[config.mk]
export PLATFORM = sky130hd
export DESIGN_NAME = sar_conv_ctrl
export DESIGN_NICKNAME = d
export VERILOG_FILES = /design/src/rtl/sar_pkg.sv /design/src/rtl/sar_rr_pick.sv /design/src/rtl/sar_conv_ctrl.sv
export SDC_FILE = /design/constraint.sdc
export NUM_CORES = 1
export LEC_CHECK = 0
export CAP_MARGIN = 20
export CORE_ASPECT_RATIO = 0.6
export CORE_MARGIN = 2
export CORE_UTILIZATION = 35
export DETAILED_ROUTE_END_ITERATION = 16
export DONT_BUFFER_PORTS = 1
export PLACE_DENSITY = 0.51
export SLEW_MARGIN = 30
export SYNTH_ARGS = -nofsm -noshare
export SYNTH_HDL_FRONTEND = slang
export SYNTH_SLANG_ARGS = --single-unit
export TNS_END_PERCENT = 5
[constraint.sdc]
create_clock -name CLK -period 4.05 [get_ports CLK]
set_clock_uncertainty 0.1 [all_clocks]
set_input_delay 0.405 -clock CLK [delete_from_list [all_inputs] [get_ports CLK]]
set_output_delay 0.405 -clock CLK [all_outputs]
set_load 0.05 [all_outputs]
[src/rtl/sar_pkg.sv]
// Constants and FSM encoding shared by the SAR conversion sequencer and
// the SAR logic's behavioural model.
package sar_pkg;

    localparam int unsigned N_BIT      = 8;
    localparam int unsigned BIT_PERIOD = 6;
    localparam int unsigned FIRST_CAPT = 7;

    typedef enum logic [1:0] {
        IDLE  = 2'd0,
        TRACK = 2'd1,
        CONV  = 2'd2,
        DONE  = 2'd3
    } state_t;

    function automatic int unsigned ch_width(input int unsigned n);
        return (n > 1) ? $clog2(n) : 1;
    endfunction

endpackage

[src/rtl/sar_rr_pick.sv]
// Round-robin finder: first enabled channel strictly after ptr, modulo N_CH.
// wrapped is set when the chosen index is not above ptr (scan wrapped around).
module sar_rr_pick
    import sar_pkg::*;
#(
    parameter int unsigned N_CH = 4,
    localparam int unsigned CH_W = ch_width(N_CH)
) (
    input  logic [N_CH-1:0] mask,
    input  logic [CH_W-1:0] ptr,
    output logic [CH_W-1:0] next_idx,
    output logic            found,
    output logic            wrapped
);

    int unsigned     cand;
    logic [CH_W-1:0] cand_idx;

    // Walk offsets from farthest to nearest so the nearest hit wins.
    always_comb begin
        next_idx = '0;
        cand     = 0;
        cand_idx = '0;
        for (int unsigned ofs = N_CH; ofs >= 1; ofs--) begin
            cand = 32'(ptr) + ofs;
            if (cand >= N_CH) begin
                cand = cand - N_CH;
            end
            cand_idx = CH_W'(cand);
            if (mask[cand_idx]) begin
                next_idx = cand_idx;
            end
        end
        found   = |mask;
        wrapped = found && (next_idx <= ptr);
    end

endmodule

[src/rtl/sar_conv_ctrl.sv]
// SAR ADC conversion sequencer: track/convert timing, round-robin channel
// scan, serial-to-parallel capture and result handshake.
module sar_conv_ctrl
    import sar_pkg::*;
#(
    parameter int unsigned N_CH      = 4,
    parameter int unsigned TRACK_CYC = 12,
    localparam int unsigned CH_W     = ch_width(N_CH)
) (
    input  logic             CLK,
    input  logic             XRST,
    input  logic             START,
    input  logic             CONT,
    input  logic [N_CH-1:0]  CH_EN,
    input  logic             SAR_DOUT,
    input  logic             RESULT_READY,
    output logic             SAR_XRST,
    output logic             SAMPLE,
    output logic [CH_W-1:0]  CH_SEL,
    output logic             BUSY,
    output logic [N_BIT-1:0] RESULT,
    output logic [CH_W-1:0]  RESULT_CH,
    output logic             RESULT_VALID
);

    localparam int unsigned CNT_MAX =
        (TRACK_CYC > FIRST_CAPT) ? ((TRACK_CYC > BIT_PERIOD) ? TRACK_CYC : BIT_PERIOD)
                                 : ((FIRST_CAPT > BIT_PERIOD) ? FIRST_CAPT : BIT_PERIOD);
    localparam int unsigned CNT_W = $clog2(CNT_MAX + 1);
    localparam int unsigned BIT_W = $clog2(N_BIT);

    state_t           state_q, state_d;
    logic [CNT_W-1:0] cnt_q, cnt_d;
    logic [BIT_W-1:0] bit_q, bit_d;
    logic [N_BIT-1:0] shreg_q, shreg_d;
    logic [N_BIT-1:0] result_q, result_d;
    logic [CH_W-1:0]  ptr_q, ptr_d;
    logic [CH_W-1:0]  ch_sel_q, ch_sel_d;
    logic [CH_W-1:0]  result_ch_q, result_ch_d;
    logic             valid_q, valid_d;
    logic             sar_xrst_q, sar_xrst_d;
    logic             sample_q, sample_d;
    logic             busy_q, busy_d;
    logic             pass_q, pass_d;

    logic [CH_W-1:0]  pick_ptr, pick_idx;
    logic             pick_found, pick_wrap;

    sar_rr_pick #(.N_CH(N_CH)) u_pick (
        .mask     (CH_EN),
        .ptr      (pick_ptr),
        .next_idx (pick_idx),
        .found    (pick_found),
        .wrapped  (pick_wrap)
    );

    // cnt_q counts down to the next event: end of tracking, or the next
    // SAR_DOUT capture (first after FIRST_CAPT cycles, then every BIT_PERIOD).
    always_comb begin
        state_d     = state_q;
        cnt_d       = cnt_q;
        bit_d       = bit_q;
        shreg_d     = shreg_q;
        result_d    = result_q;
        ptr_d       = ptr_q;
        ch_sel_d    = ch_sel_q;
        result_ch_d = result_ch_q;
        valid_d     = valid_q & ~RESULT_READY;
        sar_xrst_d  = sar_xrst_q;
        sample_d    = sample_q;
        pass_d      = pass_q;
        pick_ptr    = (state_q == DONE) ? ch_sel_q : ptr_q;

        unique case (state_q)
            IDLE: begin
                if ((START || CONT) && pick_found) begin
                    ch_sel_d   = pick_idx;
                    pass_d     = START;
                    cnt_d      = CNT_W'(TRACK_CYC - 1);
                    sample_d   = 1'b1;
                    sar_xrst_d = 1'b0;
                    state_d    = TRACK;
                end
            end
            TRACK: begin
                if (cnt_q == '0) begin
                    sample_d   = 1'b0;
                    sar_xrst_d = 1'b1;
                    cnt_d      = CNT_W'(FIRST_CAPT);
                    bit_d      = '0;
                    shreg_d    = '0;
                    state_d    = CONV;
                end else begin
                    cnt_d = cnt_q - CNT_W'(1);
                end
            end
            CONV: begin
                if (cnt_q == '0) begin
                    shreg_d = {shreg_q[N_BIT-2:0], SAR_DOUT};
                    cnt_d   = CNT_W'(BIT_PERIOD - 1);
                    if (bit_q == BIT_W'(N_BIT - 1)) begin
                        state_d = DONE;
                    end else begin
                        bit_d = bit_q + BIT_W'(1);
                    end
                end else begin
                    cnt_d = cnt_q - CNT_W'(1);
                end
            end
            DONE: begin
                sar_xrst_d = 1'b0;
                if (!valid_q || RESULT_READY) begin
                    result_d    = shreg_q;
                    result_ch_d = ch_sel_q;
                    valid_d     = 1'b1;
                    ptr_d       = ch_sel_q;
                    pass_d      = pass_q & ~pick_wrap;
                    if ((CONT || (pass_q && !pick_wrap)) && pick_found) begin
                        ch_sel_d = pick_idx;
                        cnt_d    = CNT_W'(TRACK_CYC - 1);
                        sample_d = 1'b1;
                        state_d  = TRACK;
                    end else begin
                        pass_d  = 1'b0;
                        state_d = IDLE;
                    end
                end
            end
            default: state_d = IDLE;
        endcase

        busy_d = (state_d != IDLE);
    end

    always_ff @(posedge CLK or negedge XRST) begin
        if (!XRST) begin
            state_q     <= IDLE;
            cnt_q       <= '0;
            bit_q       <= '0;
            shreg_q     <= '0;
            result_q    <= '0;
            ptr_q       <= CH_W'(N_CH - 1);
            ch_sel_q    <= '0;
            result_ch_q <= '0;
            valid_q     <= 1'b0;
            sar_xrst_q  <= 1'b0;
            sample_q    <= 1'b0;
            busy_q      <= 1'b0;
            pass_q      <= 1'b0;
        end else begin
            state_q     <= state_d;
            cnt_q       <= cnt_d;
            bit_q       <= bit_d;
            shreg_q     <= shreg_d;
            result_q    <= result_d;
            ptr_q       <= ptr_d;
            ch_sel_q    <= ch_sel_d;
            result_ch_q <= result_ch_d;
            valid_q     <= valid_d;
            sar_xrst_q  <= sar_xrst_d;
            sample_q    <= sample_d;
            busy_q      <= busy_d;
            pass_q      <= pass_d;
        end
    end

    assign SAR_XRST     = sar_xrst_q;
    assign SAMPLE       = sample_q;
    assign CH_SEL       = ch_sel_q;
    assign BUSY         = busy_q;
    assign RESULT       = result_q;
    assign RESULT_CH    = result_ch_q;
    assign RESULT_VALID = valid_q;

endmodule

# After elaboration in Yosys (flattened, before gate mapping)
# Cells that the tools add are included.
[totals]
ff_bits = 36
inputBits = 10
output_inout_bits = 16
[classes]
add_sub_neg = 10
n_lt_le_gt_ge = 9
n_eq_ne = 10
muxes = 55
bitwise = 4
n_reduce_logical = 24
[op_table]
columns = ["operator", "n"]
rows = [
  ["2-bit two-way mux", 17],
  ["4-bit two-way mux", 5],
  ["1-bit two-way mux", 16],
  ["8-bit two-way mux", 2],
  ["4-bit case mux with 4 select lines", 1],
  ["8-bit case mux with 2 select lines", 1],
  ["2-bit by 3-bit less-than comparator with 1-bit output, second input constant", 4],
  ["3-bit AND reduction", 4],
  ["3-bit >= comparator, second input constant", 3],
  ["3-bit two-way mux", 3],
  ["1-bit binary-select mux with 2-bit select", 4],
  ["2-bit != test, second input constant", 4],
  ["2-bit case mux with 4 select lines", 1],
  ["4-bit AND reduction", 2],
  ["2-bit by 1-bit subtractor with 2-bit output, second input constant", 4],
  ["2-bit by 2-bit adder with 3-bit output, second input constant", 2],
  ["1-bit case mux with 3 select lines", 2],
  ["3-bit case mux with 2 select lines", 1],
  ["2-bit nonzero test", 3],
  ["5-bit AND reduction", 1],
  ["2-bit by 3-bit adder with 4-bit output, second input constant", 1],
  ["2-bit equality test, second input constant", 2],
  ["4-bit by 3-bit >= comparator with 1-bit output, second input constant", 1],
  ["1-bit logical AND", 4],
  ["other kinds (18)", 24],
]

# Logic depth before layout (Yosys ltp)
[logic_depth]
depth_word = 21
ltp_mapped = 12

# Modules after synthesis
# Synthesis repeated with hierarchy kept, for this count alone.
[unflattened]
cells_unflattened = 179
hier_area_um2 = 1896.8
[by_module_without_submodules]
columns = ["module", "instances", "cells_per_inst", "area_per_inst_um2"]
rows = [
  ["sar_conv_ctrl", 1, 157, 1756.7],
  ["sar_rr_pick", 1, 22, 140.1],
]

# Worst setup path after synthesis
# Ideal clock, no wire load.
[synth_path]
path_type = "flip-flop to flip-flop"
start = "reg state_q[0]"
end = "reg ch_sel_q[1], in the netlist CH_SEL[1]"
arrival_time_ns = 2.788
required_ns = 3.825
slack_ns = 1.037
path_stages_with_launch = 12
synth_period_minus_slack_ns = 3.013
path_cell_list = "dfrtp_1 -> ha_1 -> buf_6 -> mux2i_1 -> a211oi_1 -> a311oi_1 -> ha_1 -> a21boi_0 -> or2_2 -> a21oi_2 -> or3_4 -> mux2_4"
[synth_via]
word_cells_on_any_way = 46
[synth_lines]
columns = ["item", "line", "rtl"]
rows = [
  ["start: declaration", "sar_conv_ctrl.sv:32", "state_t state_q, state_d;"],
  ["start signal: assignment", "sar_conv_ctrl.sv:151", "state_q <= state_d;"],
  ["2-bit equality test", "sar_conv_ctrl.sv:72, sar_conv_ctrl.sv:74", ""],
  ["2-bit two-way mux", "sar_conv_ctrl.sv:72", "pick_ptr = (state_q == DONE) ? ch_sel_q : ptr_q;"],
  ["2-bit by 3-bit adder with 4-bit output", "sar_rr_pick.sv:25", "cand = 32'(ptr) + ofs;"],
  ["4-bit by 3-bit >= comparator with 1-bit output or 2-bit by 1-bit subtractor with 2-bit output (tied branches)", "sar_rr_pick.sv:26, sar_rr_pick.sv:27", ""],
  ["2-bit two-way mux", "sar_rr_pick.sv:26", "if (cand >= N_CH) begin"],
  ["1-bit binary-select mux with 2-bit select", "sar_rr_pick.sv:30", "if (mask[cand_idx]) begin"],
  ["1-bit two-way mux (not written as such)", "sar_rr_pick.sv:30", ""],
  ["2-bit two-way mux (4 in a row)", "sar_rr_pick.sv:30", ""],
  ["2-bit two-way mux", "sar_conv_ctrl.sv:118", "if ((CONT || (pass_q && !pick_wrap)) && pick_found) begin"],
  ["2-bit two-way mux", "sar_conv_ctrl.sv:112", "if (!valid_q || RESULT_READY) begin"],
  ["2-bit case mux with 2 select lines (*)", "sar_conv_ctrl.sv:74", "unique case (state_q)"],
  ["net ch_sel_d[1]", "sar_conv_ctrl.sv:38", "logic [CH_W-1:0] ch_sel_q, ch_sel_d;"],
  ["end signal: assignment", "sar_conv_ctrl.sv:157", "ch_sel_q <= ch_sel_d;"],
  ["end: declaration", "sar_conv_ctrl.sv:38", ""],
]
# Mark *: on every way through the listed nets, which the timed path passes. The rest lies on a longest branch. The select of a mux whose other input is x is not followed.
# A chain may end at the register's enable or synchronous reset.

# Final worst setup path
# Ends and elaborated chain as after synthesis.

==> metrics.sh <==
RUN_STATUS='finished clean'
TIMING.FMAX_GHz=0.290
ROUTE.DETAILED.DRC=0
FIRST_GLOBAL_VIAS=1368
GR-USAGE-MET3_PCT=4.68
CTS_HTREE_LEVELS=2
BOUNDARYPINS=26
PLACEMENT.IO_BUFFERS=0
CTS.SINK_COUNT=36
FINALWEIGHTEDCONGESTION=0.828
CLKTRANSATPATHREGS_NS=0.08
CTS-ROOT-BUF='sky130_fd_sc_hd__clkbuf_8'
SYNTHFLOPTYPE='sky130_fd_sc_hd__dfrtp_1'
CRITICAL_PATH_CLASS='flop to flop'
SYNTH_SEQUENTIAL_AREA_RATIO_PCT=49.0
CP_ENDPOINT_KIND='flop'
ASYNC_FLOP_SHARE_PCT=100
P_SWITCHING_uW=157
REQUIRED_NS=4.12
FINAL.PERIOD_UTILIZATION_PCT=85.2
WHS_NS=0.154
SYN2LAYOUT_AREA_GROWTH_PCT=10.2
PERIOD_MINUS_SLACK_NS=3.45
INSERTEDDIODECOUNT=0
GRT_MAX_DEGREE=37
TRITONCTS.NUM_BUFFERS=5
TIMING_MAX_TRANSITION_VIOLATIONS_FINAL=0
ANT_NETS=0
MAXCAPVIOLCOUNT=0
SYNTH_EDF_COUNT=0
RSZ0062_AT_GRT='no'
DETAIL_ROUTE.WL_PER_CELL_UM=15.7
FINAL_NET_COUNT=207
CELL_INTERNAL_PWR_uW=557
VDD_DROP_MAX_uV=106
WIRE_LENGTH_OF_THE_FIRST_GLOBAL_ROUTING_PASS_UM=6620
FLOORPLAN.DIE.HEIGHT_UM=60.2
USE_MET2_PCT=22.3
DRT_PASS1_ITERATIONS=4
PATH_MAX_FANOUT=10
FINALHOLDVIOLATIONS=0
GLOBAL_ROUTE.OVERFLOW_TOTAL=0
SYNTHDISTINCTLIBCELLS=43
INITIAL_UTILIZATION_PCT=36.3
FINAL-SETUP-VIOL-COUNT=0
SYNTH.NET_COUNT=205
R2R_SLACK_NS=0.60
SETUP.WORST_PATH.END='CH_SEL[1]'
WORSTREG2REGSTART='state_q[0]'
DRIVE_GT1_SHARE_PCT=11.6
MIN-DELAY-START='SAR_DOUT'
WORST_SETUP_PATH_START_KIND='flop'
SETUP-TNS-FINAL_NS=0
POWER.DENSITY_mW_PER_MM2=351
RELATIVE_CONTRIBUTION_OF_SEQUENTIAL_CELLS_TO_TOTAL_POWER_PCT=52.1
DIE_AREA_MM2=0.00589
FINALPOWER_uW=713
DR_TOTAL_VIAS=1427
ARRIVAL_NS=3.52
DRTITER0DRC=139
STANDARD_CELL_ROWS=20
NFILLCELLS=519
CTS_MAX_PATH_BUFFERS=2
SYNTHESIS.AREA_PER_INSTANCE_UM2=9.86
CTS_TREE='done'
P_LEAK_uW=0.000921
FLOORPLAN.CORE_AREA_MM2=0.00508
WORST-SLEW-PIN-TRANSITION_NS=0.635
GRT_ANTENNA_BEFORE_REPAIR=0
COMB_POWER_SHARE_PCT=3.6
SYN_AREA_MM2=0.00184
MAX_SLEW_MARGIN_PCT=57.3
VIAS_PER_CELL=5.57
SYNTH-SEQ-CELLS=36
PLACE_HPWL_UM=2820
TIMING.CRITICAL_PATH.FROM='state_q[0]'
GRT_MOST_USED_LAYER='met2'
WORST-R2R-CELL-COUNT=10
FLOORPLAN.DIE.WIDTH_UM=97.7
TIMING.HOLD.WORST.CLASS='input pin to flop'
REGTOREGENDPOINT='CH_SEL[1]'
CLKPWRFRAC_PCT=44.4
GROUTE.LAYER.MET1.USAGE_PCT=19.7
SYNTH_WARNINGS=0
SWITCHING_SHARE_PCT=22.0
FINALWIRELENGTH_UM=4010
SYNTHESIS.INSTANCES=187
GRT.TOTAL_USAGE_PCT=14.5
CLKLATENCYLATEPIN_NS=0.29
CTS_RESIZED=0
## worst min-delay path by stage
| stage | endpoint | depth (start not counted) |
|---|---|---|
| global route | shreg_q[0] | 1 |
| CTS | shreg_q[0] | 1 |
| floorplan | BUSY | 0 |
| global placement | cnt_q[2] | 0 |
| detailed placement | pass_q | 0 |
| finish | shreg_q[0] | 1 |
## layout make-up
type / instances / area (um^2) / share of cell area, %
clock buffer: 5 / 68.8 / 3.38
clock inverter: 3 / 42.5 / 2.09
inverter: 5 / 18.8 / 0.923
multi-input combinational: 139 / 887 / 43.6
sequential: 36 / 903 / 44.4
tap: 66 / 82.6 / 4.06
timing repair buffer: 2 / 30.0 / 1.48
## cell usage after synthesis (2+ instances only)
cell / count / area, um^2
sky130_fd_sc_hd__a21oi_1: 9 / 45.0
sky130_fd_sc_hd__a21oi_2: 2 / 17.5
sky130_fd_sc_hd__a22o_1: 13 / 114
sky130_fd_sc_hd__a31oi_1: 2 / 12.5
sky130_fd_sc_hd__and2_1: 3 / 18.8
sky130_fd_sc_hd__clkbuf_1: 5 / 18.8
sky130_fd_sc_hd__dfrtp_1: 34 / 851
sky130_fd_sc_hd__dfstp_2: 2 / 52.6
sky130_fd_sc_hd__ha_1: 8 / 100
sky130_fd_sc_hd__inv_1: 5 / 18.8
sky130_fd_sc_hd__mux2_1: 2 / 22.5
sky130_fd_sc_hd__mux2i_1: 3 / 30.0
sky130_fd_sc_hd__nand2_1: 38 / 143
sky130_fd_sc_hd__nand2b_1: 4 / 25.0
sky130_fd_sc_hd__nand3_1: 2 / 10.0
sky130_fd_sc_hd__nor2_1: 16 / 60.1
sky130_fd_sc_hd__nor2b_1: 2 / 12.5
sky130_fd_sc_hd__nor3_1: 2 / 10.0
sky130_fd_sc_hd__o21ai_0: 10 / 50.1
sky130_fd_sc_hd__or2_2: 2 / 12.5
## cell families after synthesis
family                   after synthesis  share of synthesized area [%]
AND/OR/NAND/NOR                       75                           19.5
AO/OA/AOI/OAI                         50                           19.5
flip-flops                            36                           49.0
buffers and inverters                 12                           2.92
adder cells (fa/ha/maj)                8                           5.43
multiplexers                           6                           3.66
## cell usage in the layout, fill, tap and decap left out, drive strengths merged, types with 3 or more instances in the layout
cell / instances
a21oi: 11
a22o: 13
and2: 3
clkbuf: 5
dfrtp: 34
ha: 8
inv: 5
mux2: 3
mux2i: 3
nand2: 38
nand2b: 4
nor2: 16
o21ai: 11
or2: 3
## through the flow
step / std cells / area, um^2 / util, % / setup WS [ns]
floorplan: 187 / 1840 / - / 1.04
global placement: 246 / 1890 / 37.2 / 0.749
detailed placement: 246 / 1890 / 37.2 / 0.595
CTS: 256 / 2030 / 40.0 / 0.589
global route: 256 / 2030 / 40.0 / 0.277
finish: 256 / 2030 / 40.0 / 0.599
## timing repair
action / CTS / global route
hold endpoints to repair: 36 / 0
hold buffers: 2 / 0
buffers inserted: 0 / 0
endpoints found under the setup margin: 0 / 0
## power by group through the flow
stage | clock, uW | sequential, uW | combinational (uW)
after global routing | 346 | 372 | 29.1
after CTS | 328 | 371 | 26.3
after global placement | 0 | 379 | 15.0
after detailed placement | 0 | 379 | 15.3
final | 316 | 371 | 25.4
after floorplan | 0 | 377 | 13.1
## critical path, cell delays in order (launching register included)
cell and delay [ns]:
sky130_fd_sc_hd__dfrtp_1 0.45, sky130_fd_sc_hd__ha_1 0.44, sky130_fd_sc_hd__mux2i_1 0.48, sky130_fd_sc_hd__a211oi_1 0.09, sky130_fd_sc_hd__a311oi_1 0.30, sky130_fd_sc_hd__ha_1 0.32, sky130_fd_sc_hd__a21boi_0 0.20, sky130_fd_sc_hd__or2_2 0.16
sky130_fd_sc_hd__a21oi_2 0.08, sky130_fd_sc_hd__or3_4 0.41, sky130_fd_sc_hd__mux2_4 0.30
## registers in the layout (all words and copies together) (netlist names), 2 cells and up
| register | count |
|---|---|
| RESULT | 8 |
| RESULT_CH | 2 |
| state_q | 2 |
| bit_q | 3 |
| cnt_q | 4 |
| ptr_q | 2 |
| shreg_q | 8 |
| CH_SEL | 2 |
## layer usage
metal,up-vias,part of all wire [%],wire length [um]
li1,663,-,-
met1,714,49,1970
met2,45,43,1730
met3,5,6.6,263
met4,0,1.2,48
met5,-,0,0
(Power assumes the default switching activity.)
